<file path="src/rtl/memory_score_ctrl.sv">
// Turn, score and winner controller for the memory-card game; match/miss pulses two edges after the second pick.
// No backpressure: picks arriving outside PICK1/PICK2 (busy or finished) are dropped, never queued.
module memory_score_ctrl #(
  parameter int N_PLAYERS = 2,
  parameter int N_PAIRS   = 8,
  parameter int CARD_W    = 4,
  parameter int ADDR_W    = 4,
  localparam int PW       = (N_PLAYERS > 2) ? $clog2(N_PLAYERS) : 1,
  localparam int SW       = $clog2(N_PAIRS + 1)
) (
  input  logic                    clk,
  input  logic                    rst,
  input  logic                    new_game,
  input  logic                    select,
  input  logic [ADDR_W-1:0]       card_addr,
  input  logic [CARD_W-1:0]       card_value,
  input  logic                    card_valid,
  output logic [PW-1:0]           player,
  output logic [N_PLAYERS*SW-1:0] scores,
  output logic [ADDR_W-1:0]       first_addr,
  output logic [ADDR_W-1:0]       second_addr,
  output logic                    match,
  output logic                    miss,
  output logic                    busy,
  output logic                    game_over,
  output logic [PW-1:0]           winner,
  output logic                    tie
);

  typedef enum logic [2:0] {
    PICK1,
    PICK2,
    COMPARE,
    RESOLVE,
    DONE
  } state_t;

  state_t             state;
  logic [CARD_W-1:0]  v1;
  logic [CARD_W-1:0]  v2;
  logic               eq;
  logic [SW-1:0]      pair_cnt;
  logic [SW-1:0]      score_q  [N_PLAYERS];
  logic [SW-1:0]      score_nx [N_PLAYERS];
  logic [SW-1:0]      best;
  logic [PW-1:0]      winner_nx;
  logic               tie_nx;
  logic [PW-1:0]      player_inc;

  // Winner and tie look at the post-RESOLVE scores so they can be registered
  // in the same edge that delivers the final match pulse.
  always_comb begin
    for (int k = 0; k < N_PLAYERS; k++) begin
      score_nx[k] = score_q[k];
      if (state == RESOLVE && eq && PW'(k) == player) begin
        score_nx[k] = score_q[k] + SW'(1);
      end
    end
    best      = score_nx[0];
    winner_nx = '0;
    for (int k = 1; k < N_PLAYERS; k++) begin
      if (score_nx[k] > best) begin
        best      = score_nx[k];
        winner_nx = PW'(k);
      end
    end
    tie_nx = 1'b0;
    for (int k = 0; k < N_PLAYERS; k++) begin
      if (score_nx[k] == best && PW'(k) != winner_nx) begin
        tie_nx = 1'b1;
      end
    end
  end

  assign player_inc = (player == PW'(N_PLAYERS - 1)) ? '0 : player + PW'(1);

  for (genvar k = 0; k < N_PLAYERS; k++) begin : g_scores
    assign scores[k*SW +: SW] = score_q[k];
  end

  always_ff @(posedge clk) begin
    if (rst || new_game) begin
      state       <= PICK1;
      player      <= '0;
      pair_cnt    <= '0;
      first_addr  <= '0;
      second_addr <= '0;
      v1          <= '0;
      v2          <= '0;
      eq          <= 1'b0;
      match       <= 1'b0;
      miss        <= 1'b0;
      busy        <= 1'b0;
      game_over   <= 1'b0;
      winner      <= '0;
      tie         <= 1'b0;
      for (int k = 0; k < N_PLAYERS; k++) begin
        score_q[k] <= '0;
      end
    end else begin
      match <= 1'b0;
      miss  <= 1'b0;
      case (state)
        PICK1: begin
          if (select && card_valid) begin
            first_addr <= card_addr;
            v1         <= card_value;
            state      <= PICK2;
          end
        end
        PICK2: begin
          if (select && card_valid && card_addr != first_addr) begin
            second_addr <= card_addr;
            v2          <= card_value;
            busy        <= 1'b1;
            state       <= COMPARE;
          end
        end
        COMPARE: begin
          eq    <= (v1 == v2);
          state <= RESOLVE;
        end
        RESOLVE: begin
          busy <= 1'b0;
          for (int k = 0; k < N_PLAYERS; k++) begin
            score_q[k] <= score_nx[k];
          end
          if (eq) begin
            match    <= 1'b1;
            pair_cnt <= pair_cnt + SW'(1);
            if (pair_cnt == SW'(N_PAIRS - 1)) begin
              game_over <= 1'b1;
              winner    <= winner_nx;
              tie       <= tie_nx;
              state     <= DONE;
            end else begin
              state <= PICK1;
            end
          end else begin
            miss   <= 1'b1;
            player <= player_inc;
            state  <= PICK1;
          end
        end
        DONE: begin
          state <= DONE;
        end
        default: begin
          state <= PICK1;
        end
      endcase
    end
  end

endmodule

</file>
<file path="config.mk">
export PLATFORM = sky130hd
export DESIGN_NAME = memory_score_ctrl
export DESIGN_NICKNAME = d
export VERILOG_FILES = /design/src/rtl/memory_score_ctrl.sv
export SDC_FILE = /design/constraint.sdc
export NUM_CORES = 1
export LEC_CHECK = 0
export ABC_AREA = 1
export ABC_CLOCK_PERIOD_IN_PS = 3200
export BUFFER_PORTS_ARGS = -buffer_cell sky130_fd_sc_hd__buf_4
export CAP_MARGIN = 20
export CORE_MARGIN = 4
export CORE_UTILIZATION = 35
export DETAILED_ROUTE_END_ITERATION = 6
export GPL_ROUTABILITY_DRIVEN = 0
export GPL_TIMING_DRIVEN = 0
export MAX_ROUTING_LAYER = met4
export PLACE_DENSITY_LB_ADDON = 0.25
export SKIP_CTS_REPAIR_TIMING = 1
export SLEW_MARGIN = 0
export SYNTH_ARGS = -nofsm -noshare
export SYNTH_HDL_FRONTEND = slang
export SYNTH_SLANG_ARGS = --single-unit
</file>
<file path="constraint.sdc">
create_clock -name clk -period 3.2 [get_ports clk]
set_clock_uncertainty 0.1 [all_clocks]
set_input_delay 0.32 -clock clk [delete_from_list [all_inputs] [get_ports clk]]
set_output_delay 0.32 -clock clk [all_outputs]
set_load 0.05 [all_outputs]
</file>
==> results of run 1 <==
[cell usage after synthesis]
| library cell | n | area (sq um) |
|---|---|---|
| sky130_fd_sc_hd__nand3_1 | 15 | 75.1 |
| sky130_fd_sc_hd__nand3_4 | 2 | 35.0 |
| sky130_fd_sc_hd__nor3_2 | 1 | 10.0 |
| sky130_fd_sc_hd__inv_2 | 6 | 22.5 |
| sky130_fd_sc_hd__nand2_1 | 37 | 139 |
| sky130_fd_sc_hd__ha_1 | 5 | 62.6 |
| sky130_fd_sc_hd__nand4_1 | 5 | 31.3 |
| sky130_fd_sc_hd__a21oi_2 | 1 | 8.76 |
| sky130_fd_sc_hd__nor2_1 | 26 | 97.6 |
| sky130_fd_sc_hd__o21bai_1 | 1 | 7.51 |
| sky130_fd_sc_hd__o21ai_0 | 24 | 120 |
| sky130_fd_sc_hd__clkbuf_1 | 3 | 11.3 |
| sky130_fd_sc_hd__xor2_1 | 3 | 26.3 |
| sky130_fd_sc_hd__dfxtp_1 | 31 | 621 |
| sky130_fd_sc_hd__nor2_4 | 1 | 11.3 |
| sky130_fd_sc_hd__nor3_1 | 3 | 15.0 |
| sky130_fd_sc_hd__edfxtp_1 | 8 | 240 |
| sky130_fd_sc_hd__nand3_2 | 1 | 10.0 |
| sky130_fd_sc_hd__nand3b_1 | 1 | 7.51 |
| sky130_fd_sc_hd__a2bb2oi_1 | 1 | 8.76 |
| sky130_fd_sc_hd__o21ai_2 | 3 | 26.3 |
| sky130_fd_sc_hd__nand2_2 | 8 | 50.1 |
| sky130_fd_sc_hd__xnor2_1 | 8 | 70.1 |
| sky130_fd_sc_hd__nor2_8 | 1 | 20.0 |
| sky130_fd_sc_hd__inv_1 | 42 | 158 |
| sky130_fd_sc_hd__buf_2 | 3 | 15.0 |
| sky130_fd_sc_hd__a21oi_1 | 25 | 125 |
[state kept, by name, indices dropped and copies added (netlist names)]
name         cells
busy             1
eq               1
first_addr       4
game_over        1
match            1
miss             1
pair_cnt         4
player           1
score_q          8
second_addr      4
state            3
tie              1
v1               4
v2               4
winner           1
[layout by cell type (no fill, tap or decap), drive strengths merged]
master   instances
nand3b           1
a2bb2oi          1
xnor2            8
o21ai           27
clkbuf           9
edfxtp           8
a21oi           26
ha               5
nand3           18
o21bai           1
nor3             4
buf             38
bufinv           1
nor2            28
nand4            5
inv             49
dfxtp           31
nand2           45
xor2             3
[kinds of logic (layout without fill, tap and decap cells)]
| kind of cell | after synthesis | in the layout |
|---|---|---|
| adder cells (fa/ha/maj) | 5 | 5 |
| flip-flops | 39 | 39 |
| buffers and inverters | 54 | 97 |
| AO/OA/AOI/OAI | 55 | 55 |
| AND/OR/NAND/NOR | 101 | 101 |
| XOR/XNOR | 11 | 11 |
[layout make-up]
| type | instances | area share |
|---|---|---|
| inverter | 48 | 0.0719 |
| clock inverter | 2 | 0.0145 |
| clock buffer | 6 | 0.0374 |
| tap | 72 | 0.0359 |
| buffer | 6 | 0.0105 |
| timing repair buffer | 35 | 0.105 |
| multi-input combinational | 172 | 0.382 |
| sequential | 39 | 0.343 |
[report_power, final]
part	internal [mW]	switching (mW)	total, mW	leakage, nW
Clock	0.280	0.183	0.463	0.0669
Sequential	0.511	0.0110	0.522	0.340
Combinational	0.0474	0.0804	0.128	0.626
Total	0.839	0.274	1.11	1.03
[through the flow]
stage                     setup slack (ns)  instance area, sq um  cells
after floorplan                       1.07                  2020    265
after global placement                1.03                  2380    372
after detailed placement             0.982                  2380    372
after CTS                             1.17                  2510    380
after global routing                 0.963                  2510    380
final                                 1.17                  2510    380
[layer usage]
layer | vias up | global-route usage
li1 | 934 | -
met3 | 5 | 0.0276
met4 | 0 | 0.0351
met1 | 758 | 0.176
met2 | 28 | 0.220
met5 | - | -
[path summary, 6_finish.rpt]
kind / from / endpoint / slack (ns)
setup / recovery: state[0] / winner / 1.17
hold / removal: card_value[3] / v2[3] / 0.21
setup reg to reg: state[0] / winner / 1.17
hold reg to reg: second_addr[0] / second_addr[0] / 0.35
[worst max-delay path, cell delays in order (launching register included)]
cell                      delay [ns]
sky130_fd_sc_hd__dfxtp_1        0.44
sky130_fd_sc_hd__nand2_2        0.12
sky130_fd_sc_hd__nor2_8         0.17
sky130_fd_sc_hd__nand3_4        0.13
sky130_fd_sc_hd__inv_2          0.10
sky130_fd_sc_hd__nand2_1        0.05
sky130_fd_sc_hd__nand2_1        0.12
sky130_fd_sc_hd__inv_1          0.06
sky130_fd_sc_hd__ha_1           0.27
sky130_fd_sc_hd__nand3_1        0.07
sky130_fd_sc_hd__nor2_1         0.13
sky130_fd_sc_hd__nor2_1         0.05
sky130_fd_sc_hd__nand2_1        0.07
sky130_fd_sc_hd__a21oi_2        0.05
==> summary by stage, run 1 <==
Detailed routing
The first detailed-routing pass ran for 4 iterations. For this block, wires on met1 add up to 2110 microns. The routed wire length per instance is 11.5 microns. The number of nets still failing antenna checks after routing is 0. Wire segments on met3 add up to 165 microns in the final route. The final layout contains routed wiring with a total length of 4390 microns. The post-detailed-route DRC marker count is 0. The number of DRC markers after the initial detailed-route iteration is 65. The top routing layer in use is met4. The via density per instance is 4.54.

In the detailed route, the total length drawn on met2 is 2060 microns. The total via count in the routed design is 1725.

STA
Hold is met by 0.206 ns. Headroom to the max-slew limit came out at 0.714. The final number of hold-violating endpoints is 0. The final critical-path required period is 2.03 ns. Timing would allow up to 493 MHz.

Setup total negative slack on the finished layout was measured at 0 ns. The actual transition at the worst max-transition pin is 0.428 ns. Setup repair after global routing left no endpoint under its margin.

Of the available clock period, the critical path in the final layout requires 0.635. The number of pins exceeding their max-slew limit in the final report came to 0. The count of endpoints failing setup in the final report is 0.

Synth
A synthesized cell averages 7.64 sq um. The share of synthesized area occupied by flip-flops and latches is 0.425. The post-synthesis share of cell area spent on full adders, half adders and majority gates is 0.0309.

Of the total synthesized cell area, the portion taken by XOR and XNOR cells is 0.0476. In the synthesized netlist, the number of instances is 265. The total of flip-flops plus latches after synthesis is 39. The largest family of logic cells by synthesized area is simple AND/OR/NAND/NOR gates. The cell area that synthesis handed to floorplanning was 2020 sq um. Of the total synthesized cell area, the portion taken by AND, OR, NAND and NOR gates is 0.248. The synthesized netlist contains 27 unique library cells. The post-synthesis compound-gate area fraction is 0.146. Measured against the total synthesized area, the mux share comes to 0. The number of nets handed over by synthesis was 283. The number of synthesis warnings is 0.

CTS
CTS built an H-tree with a depth of 2. The root buffer cell is sky130_fd_sc_hd__clkbuf_8. The later pin in the worst-skew pair is clocked with a latency of 0.29 ns.

CTS saw 39 sinks. The clock tree from TritonCTS is built. Counting the buffers created by CTS gives 5. After clock tree synthesis, the clock-pin slew on the worst setup and hold paths is 0.08 ns. The clock tree buffer depth is 2.

Worst setup path
The arrival time of the worst setup path is 2.12 ns. The critical path in this run is classified as reg2reg. The worst-path maximum fanout is 7. STA classifies the critical path startpoint as a flop.

For the worst setup path, the data required time is 3.29 ns. The worst setup path is captured at a flop. The worst register-to-register path has a depth of 13.

Outcome
The run finished with clean final reports.

Pwr
The static leakage is 1.03 nW. The power per cell area is 444 nW/um^2. The total design power is 1.11 mW.

The worst ir drop on vdd is 383 uV.

Finish
The number of antenna diodes in the final layout is 0. The post-layout net count is 325. Summing all flip-flop and latch instances after layout gives 861 sq um. In the final layout, the multi-input gates occupy 957 sq um. The share of final-layout standard cells stronger than drive strength 1 is 0.227. The fill cell total of the finished layout is 586. The share of the core filled with cells in the final layout is 0.450. Compared with the post-synthesis result, the final layout area differs by 23.9%.

Floorplanning
The row count is 27. The initial utilization of the core area, before any placement, comes to 0.363. The die covers 7070 sq um. The die span in y is 84.1 microns. The total core area is 5570 sq um.

Pin placement for this block handled 36 I/O pins. The overall die width is 84.1 microns.

Global route
The number of antenna violations at the first check in global routing was 0. The via count of the first global-routing pass was 1677. The total overflow left after global routing is 0. Across every metal layer, demand over resource in global routing totals 0.137. The first-pass GRT wire length is 7800 microns. Entering global routing, the biggest net connects 14 pins.

Placement
The post-detailed-placement half-perimeter wirelength is 3240 microns. Buffers placed on the I/O ports in this run total 35.

Worst hold path
The number of cells on the worst hold path is 3. The tightest min-delay check is of the in2reg type.

Flow run
Across the run, the number of max-cap violations was 0.
Note: power is estimated with default switching activity, not from simulation.
==> run 2, diff against run 1 <==
ABC_CLOCK_PERIOD_IN_PS = 1900   (was 3200)
clock period = 1.9 ns   (was 3.2 ns; I/O delays follow)
==> run 2 against run 1 <==
Compared with the run above:
- maximum frequency rose by 10%
- worst hold slack got worse by 0.13 ns
- via count rose by 7.1%
==> summary by stage, run 2 (synthesis gave the netlist of run 1 again) <==
Global route
The first-pass GRT wire length was 7560 microns (-3.1%). The pin count of the biggest net entering global routing is 15 (+1). The number of antenna violations at the first check in global routing is 0 (unchanged). The via count of the first global-routing pass was 1667 (-0.60%). The combined global-route utilization of all metal layers is 0.135 (-0.00169). The aggregate global routing overflow was 0 (unchanged).

Finish
The register ranked first by flip-flop count is score_q. The share of final-layout standard cells stronger than drive strength 1 is 0.328 (+0.101). The number of inserted diodes is 0 (unchanged). From synthesis to final layout, the design area changed by 33.8%.

Leaving out fill and tap cells, the most frequent cells in the layout are 50 x sky130_fd_sc_hd__buf_4, 41 x sky130_fd_sc_hd__inv_1, 36 x sky130_fd_sc_hd__nand2_1, 27 x sky130_fd_sc_hd__dfxtp_1, 24 x sky130_fd_sc_hd__o21ai_0. The most common library cell in the layout ignoring fill and taps is sky130_fd_sc_hd__buf_4. The flip-flop count of the largest register, all copies and words added is 8 (unchanged). The post-layout net count came to 340 (+4.6%). The number of standard cells in the layout, taps in and fillers out is 395 (+3.9%).

CTS
The clock latency reported for the late side of the worst-skew pair came to 0.30 ns (about the same). The tree is rooted in a sky130_fd_sc_hd__clkbuf_8. The clock tree from TritonCTS is built. The clock tree buffer depth is 2 (unchanged). The clock transition time at the flip-flop clock pins of the worst setup and hold paths is 0.09 ns (about the same).

The total clock sinks was 39 (unchanged). The number of levels the H-tree was split into was 2 (unchanged). The number of buffers created by CTS is 5 (unchanged).

STA
The actual transition at the worst max-transition pin came to 0.447 ns (+0.0189 ns). The count of endpoints failing setup in the final report is 0 (unchanged). The final critical-path required period was 1.84 ns (-0.192 ns). Setup repair after global routing could not meet its margin everywhere. The tightest slew margin relative to the limit came to 0.702 (-0.0119).

The top achievable clock speed is 544 MHz (+10%). The number of pins exceeding their max-slew limit in the final report is 0 (unchanged). The final number of hold-violating endpoints is 0 (unchanged). The worst-case setup margin in the final layout is 0.0618 ns (-1.11 ns).

The final critical-path share of the clock period was 0.967 (+0.333).

Detailed routing
The via density per instance was 4.68 (+3.1%). The total iterations of the first detailed-routing run came to 4 (unchanged). The routed wire length came to 4610 microns (+5.2%). The number of DRC markers after the initial detailed-route iteration is 27 (-58%). The post-detailed-route DRC marker count came to 0 (unchanged).

The routed wire length per instance is 11.7 microns (+1.2%). The total via count in the routed design is 1848 (+7.1%). The number of nets still failing antenna checks after routing is 0 (unchanged).

Floorplanning
The total core area is 5570 sq um (unchanged). The number of top-level pins is 36 (unchanged). The effective utilization at floorplan came to 0.363 (unchanged). The overall die width is 84.1 microns (unchanged). The die span in y is 84.1 microns (unchanged).

The area of the die is 7070 sq um (unchanged). The row count is 27 (unchanged).

Worst setup path
STA classifies the critical path endpoint as a flop. The worst-path maximum fanout came to 5 (-2). The arrival time of the worst setup path came to 1.96 ns (-0.16 ns). The kind of start point of the critical path is a flop. The worst path required time is 2.02 ns (-1.27 ns). The type of the setup path with the least slack is reg2reg.

Placement
The number of placed instances with taps included came to 372 (unchanged). The post-detailed-placement half-perimeter wirelength is 3260 microns (+0.43%). The number of input and output port buffers inserted is 35 (unchanged). The pre-CTS worst setup slack is -0.145 ns (-1.13 ns).

Worst hold path
The tightest min-delay check is of the in2reg type.

Outcome
The flow ran to the end, and the final reports show no timing, DRC or antenna violations.

Pwr
The static leakage is 1.11 nW (+8.0%). The power per cell area is 663 nW/um^2 (+49%). The worst ir drop on vdd is 471 uV (+23%).

Flow run
The max-cap check violation count came to 0 (unchanged).
==> run 2: cell types whose count changed in the layout (fill, tap and decap cells not counted), sizes merged <==
cell and delta:
buf +14, bufinv -1, clkbuf +1, inv +1
==> run 2: per-layer routing <==
layer,GRT usage,vias up,part of all wire
met4,0.0409,0,0.014
li1,-,968,-
met1,0.166,840,0.45
met2,0.217,34,0.49
met3,0.0375,6,0.040
met5,-,-,0
==> run 2: final timing paths <==
check | slack, ns | end | from | cells past startpoint
setup / recovery | 0.06 | winner | state[1] | 13
hold / removal | 0.08 | v1[1] | card_value[1] | 3
setup reg to reg | 0.06 | winner | state[1] | 13
hold reg to reg | 0.35 | second_addr[1] | second_addr[1] | 2
==> run 2: critical path, stage by stage, from the launching register on <==
cell and delay, ns:
sky130_fd_sc_hd__dfxtp_4 0.37, sky130_fd_sc_hd__nand2_4 0.07, sky130_fd_sc_hd__nor2_8 0.16, sky130_fd_sc_hd__nand3_4 0.11, sky130_fd_sc_hd__inv_4 0.09, sky130_fd_sc_hd__nand2_1 0.06
sky130_fd_sc_hd__nand2_2 0.09, sky130_fd_sc_hd__inv_1 0.05, sky130_fd_sc_hd__ha_1 0.28, sky130_fd_sc_hd__nand3_2 0.08, sky130_fd_sc_hd__nor2_2 0.04, sky130_fd_sc_hd__nor2_1 0.08
sky130_fd_sc_hd__nand2_1 0.08, sky130_fd_sc_hd__a21oi_2 0.12
==> run 2: cell type report <==
| cell class | count | area, sq um |
|---|---|---|
| Buffer | 6 | 28.8 |
| Clock buffer | 6 | 93.8 |
| Clock inverter | 2 | 15.0 |
| Fill cell | 558 | 2870 |
| Inverter | 48 | 185 |
| Multi-Input combinational cell | 172 | 1050 |
| Sequential cell | 39 | 871 |
| Tap cell | 72 | 90.1 |
| Timing Repair Buffer | 50 | 375 |
==> run 2: power breakdown <==
group,internal (mW),switching (mW)
Sequential,0.859,0.0175
Clock,0.344,0.324
Combinational,0.100,0.150
Total,1.30,0.491
==> run 2: through the flow <==
| step | cell area, sq um | util | setup TNS, ns | hold WS, ns | power, mW |
|---|---|---|---|---|---|
| finish | 2710 | 0.486 | 0 | 0.0769 | 1.79 |
| global route | 2710 | 0.486 | -0.0617 | 0.0786 | 1.88 |
| CTS | 2490 | 0.447 | -0.142 | 0.0658 | 1.78 |
| detailed placement | 2380 | 0.427 | -1.27 | 0.338 | 1.12 |
| global placement | 2380 | 0.427 | -1.35 | 0.335 | 1.11 |
| floorplan | 2030 | - | -0.168 | 0.282 | 1.05 |
==> run 3, diff against run 2 <==
CTS_BUF_LIST = sky130_fd_sc_hd__clkbuf_8   (was unset)
==> run 3 against run 2 <==
Compared with the run above:
- critical path depth did not move
- sequential share of layout area down 0.059 points
- clock power rose by 7.6%
- setup slack improved by 0.0020 ns
- flip-flop and latch count stayed put
- global-route usage did not move
==> summary by stage, run 3 (synthesis gave the netlist of run 1 again) <==
Outcome
The run finished with clean final reports.

CTS
The number of levels the H-tree was split into came to 2 (unchanged). The number of buffers created by CTS is 5 (unchanged). The clock transition time at the flip-flop clock pins of the worst setup and hold paths is 0.09 ns (about the same). The clock tree from TritonCTS is built. In this run the clock root is driven by a sky130_fd_sc_hd__clkbuf_8. The total clock sinks is 39 (unchanged).

The clock latency reported for the late side of the worst-skew pair is 0.30 ns (about the same). The clock tree buffer depth is 2 (unchanged).

Global route
The aggregate global routing overflow came to 0 (unchanged). The combined global-route utilization of all metal layers is 0.135 (unchanged). The via count of the first global-routing pass is 1667 (unchanged). The pin count of the biggest net entering global routing is 15 (unchanged). The first-pass GRT wire length is 7560 microns (unchanged). The number of antenna violations at the first check in global routing came to 0 (unchanged).

Worst setup path
The kind of cell with the highest combined delay along the critical path is simple AND/OR/NAND/NOR gates. The kind of start point of the critical path is a flop. The worst setup path is captured at a flop. The cell with the largest stage delay on the worst path is sky130_fd_sc_hd__dfxtp_4. The worst-path maximum fanout is 5 (unchanged). The arrival time of the worst setup path is 1.96 ns (about the same).

The highest cell delay on the worst timing path was 0.37 ns (about the same). Walking the worst path, the cells encountered are nand2_4, nor2_8, nand3_4, inv_4, nand2_1, nand2_2, inv_1, ha_1, nand3_2, nor2_2, nor2_1, nand2_1, a21oi_2. The type of the setup path with the least slack is reg2reg.

The buffering stage count on the worst path with inverters included is 2 (unchanged). The cell type with the highest occurrence count on the critical path is sky130_fd_sc_hd__nand2_1. The worst path required time is 2.02 ns (about the same).

Finish
The flip-flop count of the largest register, all copies and words added was 8 (unchanged). The post-layout net count was 340 (unchanged). The post-synthesis to final-layout area growth is 34.1%.

Leaving out fill and tap cells, the most frequent cell in the layout is sky130_fd_sc_hd__buf_4. Leaving out fill and tap cells, the most frequent cells in the layout are 50 x sky130_fd_sc_hd__buf_4, 41 x sky130_fd_sc_hd__inv_1, 36 x sky130_fd_sc_hd__nand2_1, 27 x sky130_fd_sc_hd__dfxtp_1, 24 x sky130_fd_sc_hd__o21ai_0. The number of inserted diodes came to 0 (unchanged).

The share of final-layout standard cells stronger than drive strength 1 is 0.328 (unchanged). The summed area of non-filler cells in the final layout was 2710 sq um (+0.18%). The register ranked first by flip-flop count is score_q. The fill cell total of the finished layout is 558 (unchanged).

Flow run
The max-cap check violation count is 0 (unchanged).

Placement
The pre-CTS worst setup slack is -0.145 ns (unchanged). The instance area after placement is 2380 sq um (unchanged). The post-detailed-placement half-perimeter wirelength came to 3260 microns (unchanged). The number of input and output port buffers inserted was 35 (unchanged).

Detailed routing
The total via count in the routed design was 1848 (unchanged). The number of DRC markers after the initial detailed-route iteration is 27 (unchanged). The routed wire length came to 4610 microns (about the same). The post-detailed-route DRC marker count is 0 (unchanged). The number of nets still failing antenna checks after routing came to 0 (unchanged). The total iterations of the first detailed-routing run came to 4 (unchanged). The routed wire length per instance was 11.7 microns (about the same). The via density per instance is 4.68 (unchanged).

STA
Setup repair after global routing could not meet its margin everywhere. The count of endpoints failing setup in the final report is 0 (unchanged). The actual transition at the worst max-transition pin is 0.447 ns (unchanged). The final number of hold-violating endpoints came to 0 (unchanged).

The number of pins exceeding their max-slew limit in the final report is 0 (unchanged). The final critical-path required period is 1.84 ns (-0.00200 ns). The top achievable clock speed is 545 MHz (+0.11%).

The final critical-path share of the clock period was 0.966 (-0.00105). The worst-case setup margin in the final layout is 0.0638 ns (+0.00200 ns). The tightest slew margin relative to the limit was 0.702 (unchanged).

Floorplanning
The total core area came to 5570 sq um (unchanged). The area of the die was 7070 sq um (unchanged). The die span in y is 84.1 microns (unchanged). The row count is 27 (unchanged). The effective utilization at floorplan came to 0.363 (unchanged). The number of top-level pins is 36 (unchanged). The overall die width is 84.1 microns (unchanged).

Pwr
The power per cell area was 680 nW/um^2 (+2.7%). The worst ir drop on vdd is 471 uV (-0.14%). The static leakage came to 1.12 nW (+0.16%).

Worst hold path
The type of the worst min-delay path is in2reg.
## run 3: changes by cell type in the layout (fill, tap and decap cells not counted)
cell,previous run,this run
sky130_fd_sc_hd__bufinv_16,0,1
sky130_fd_sc_hd__clkbuf_16,1,0
## run 3: area by class of cell
class,instances,area [sq um],area share
inverter,48,185,0.0682
clock inverter,3,45.0,0.0166
sequential,39,871,0.321
tap,72,90.1,0.0332
multi-input combinational,172,1050,0.387
clock buffer,5,68.8,0.0254
buffer,6,28.8,0.0106
timing repair buffer,50,375,0.138
## run 3: final timing paths
path | slack [ns] | depth (start not counted) | end | start
setup / recovery | 0.06 | 13 | winner | state[1]
setup reg to reg | 0.06 | 13 | winner | state[1]
hold / removal | 0.08 | 3 | v1[1] | card_value[1]
hold reg to reg | 0.35 | 2 | second_addr[1] | second_addr[1]
## run 3: routing by layer
layer | global-route usage | wire length (microns)
met3 | 0.0375 | 187
met2 | 0.217 | 2270
met4 | 0.0409 | 64
met1 | 0.166 | 2090
met5 | - | 0
## run 3: worst reg2reg max path, stage by stage, from the launching register on
cell                      delay, ns
sky130_fd_sc_hd__dfxtp_4       0.37
sky130_fd_sc_hd__nand2_4       0.07
sky130_fd_sc_hd__nor2_8        0.16
sky130_fd_sc_hd__nand3_4       0.11
sky130_fd_sc_hd__inv_4         0.09
sky130_fd_sc_hd__nand2_1       0.06
sky130_fd_sc_hd__nand2_2       0.09
sky130_fd_sc_hd__inv_1         0.05
sky130_fd_sc_hd__ha_1          0.28
sky130_fd_sc_hd__nand3_2       0.08
sky130_fd_sc_hd__nor2_2        0.04
sky130_fd_sc_hd__nor2_1        0.08
sky130_fd_sc_hd__nand2_1       0.08
sky130_fd_sc_hd__a21oi_2       0.12
## run 3: where the power goes
part	leakage (nW)	total [mW]	switching (mW)	internal [mW]
Sequential	0.342	0.877	0.0175	0.859
Clock	0.0591	0.719	0.322	0.397
Combinational	0.715	0.250	0.150	0.100
## run 3: stage by stage
stage | hold slack [ns] | total power, mW | instances | util | TNS [ns]
after CTS | 0.0658 | 1.83 | 380 | 0.448 | -0.141
after floorplan | 0.282 | 1.05 | 265 | - | -0.168
after global placement | 0.335 | 1.11 | 372 | 0.427 | -1.35
after global routing | 0.0786 | 1.94 | 395 | 0.487 | -0.0617
final | 0.0769 | 1.85 | 395 | 0.487 | 0
after detailed placement | 0.338 | 1.12 | 372 | 0.427 | -1.27
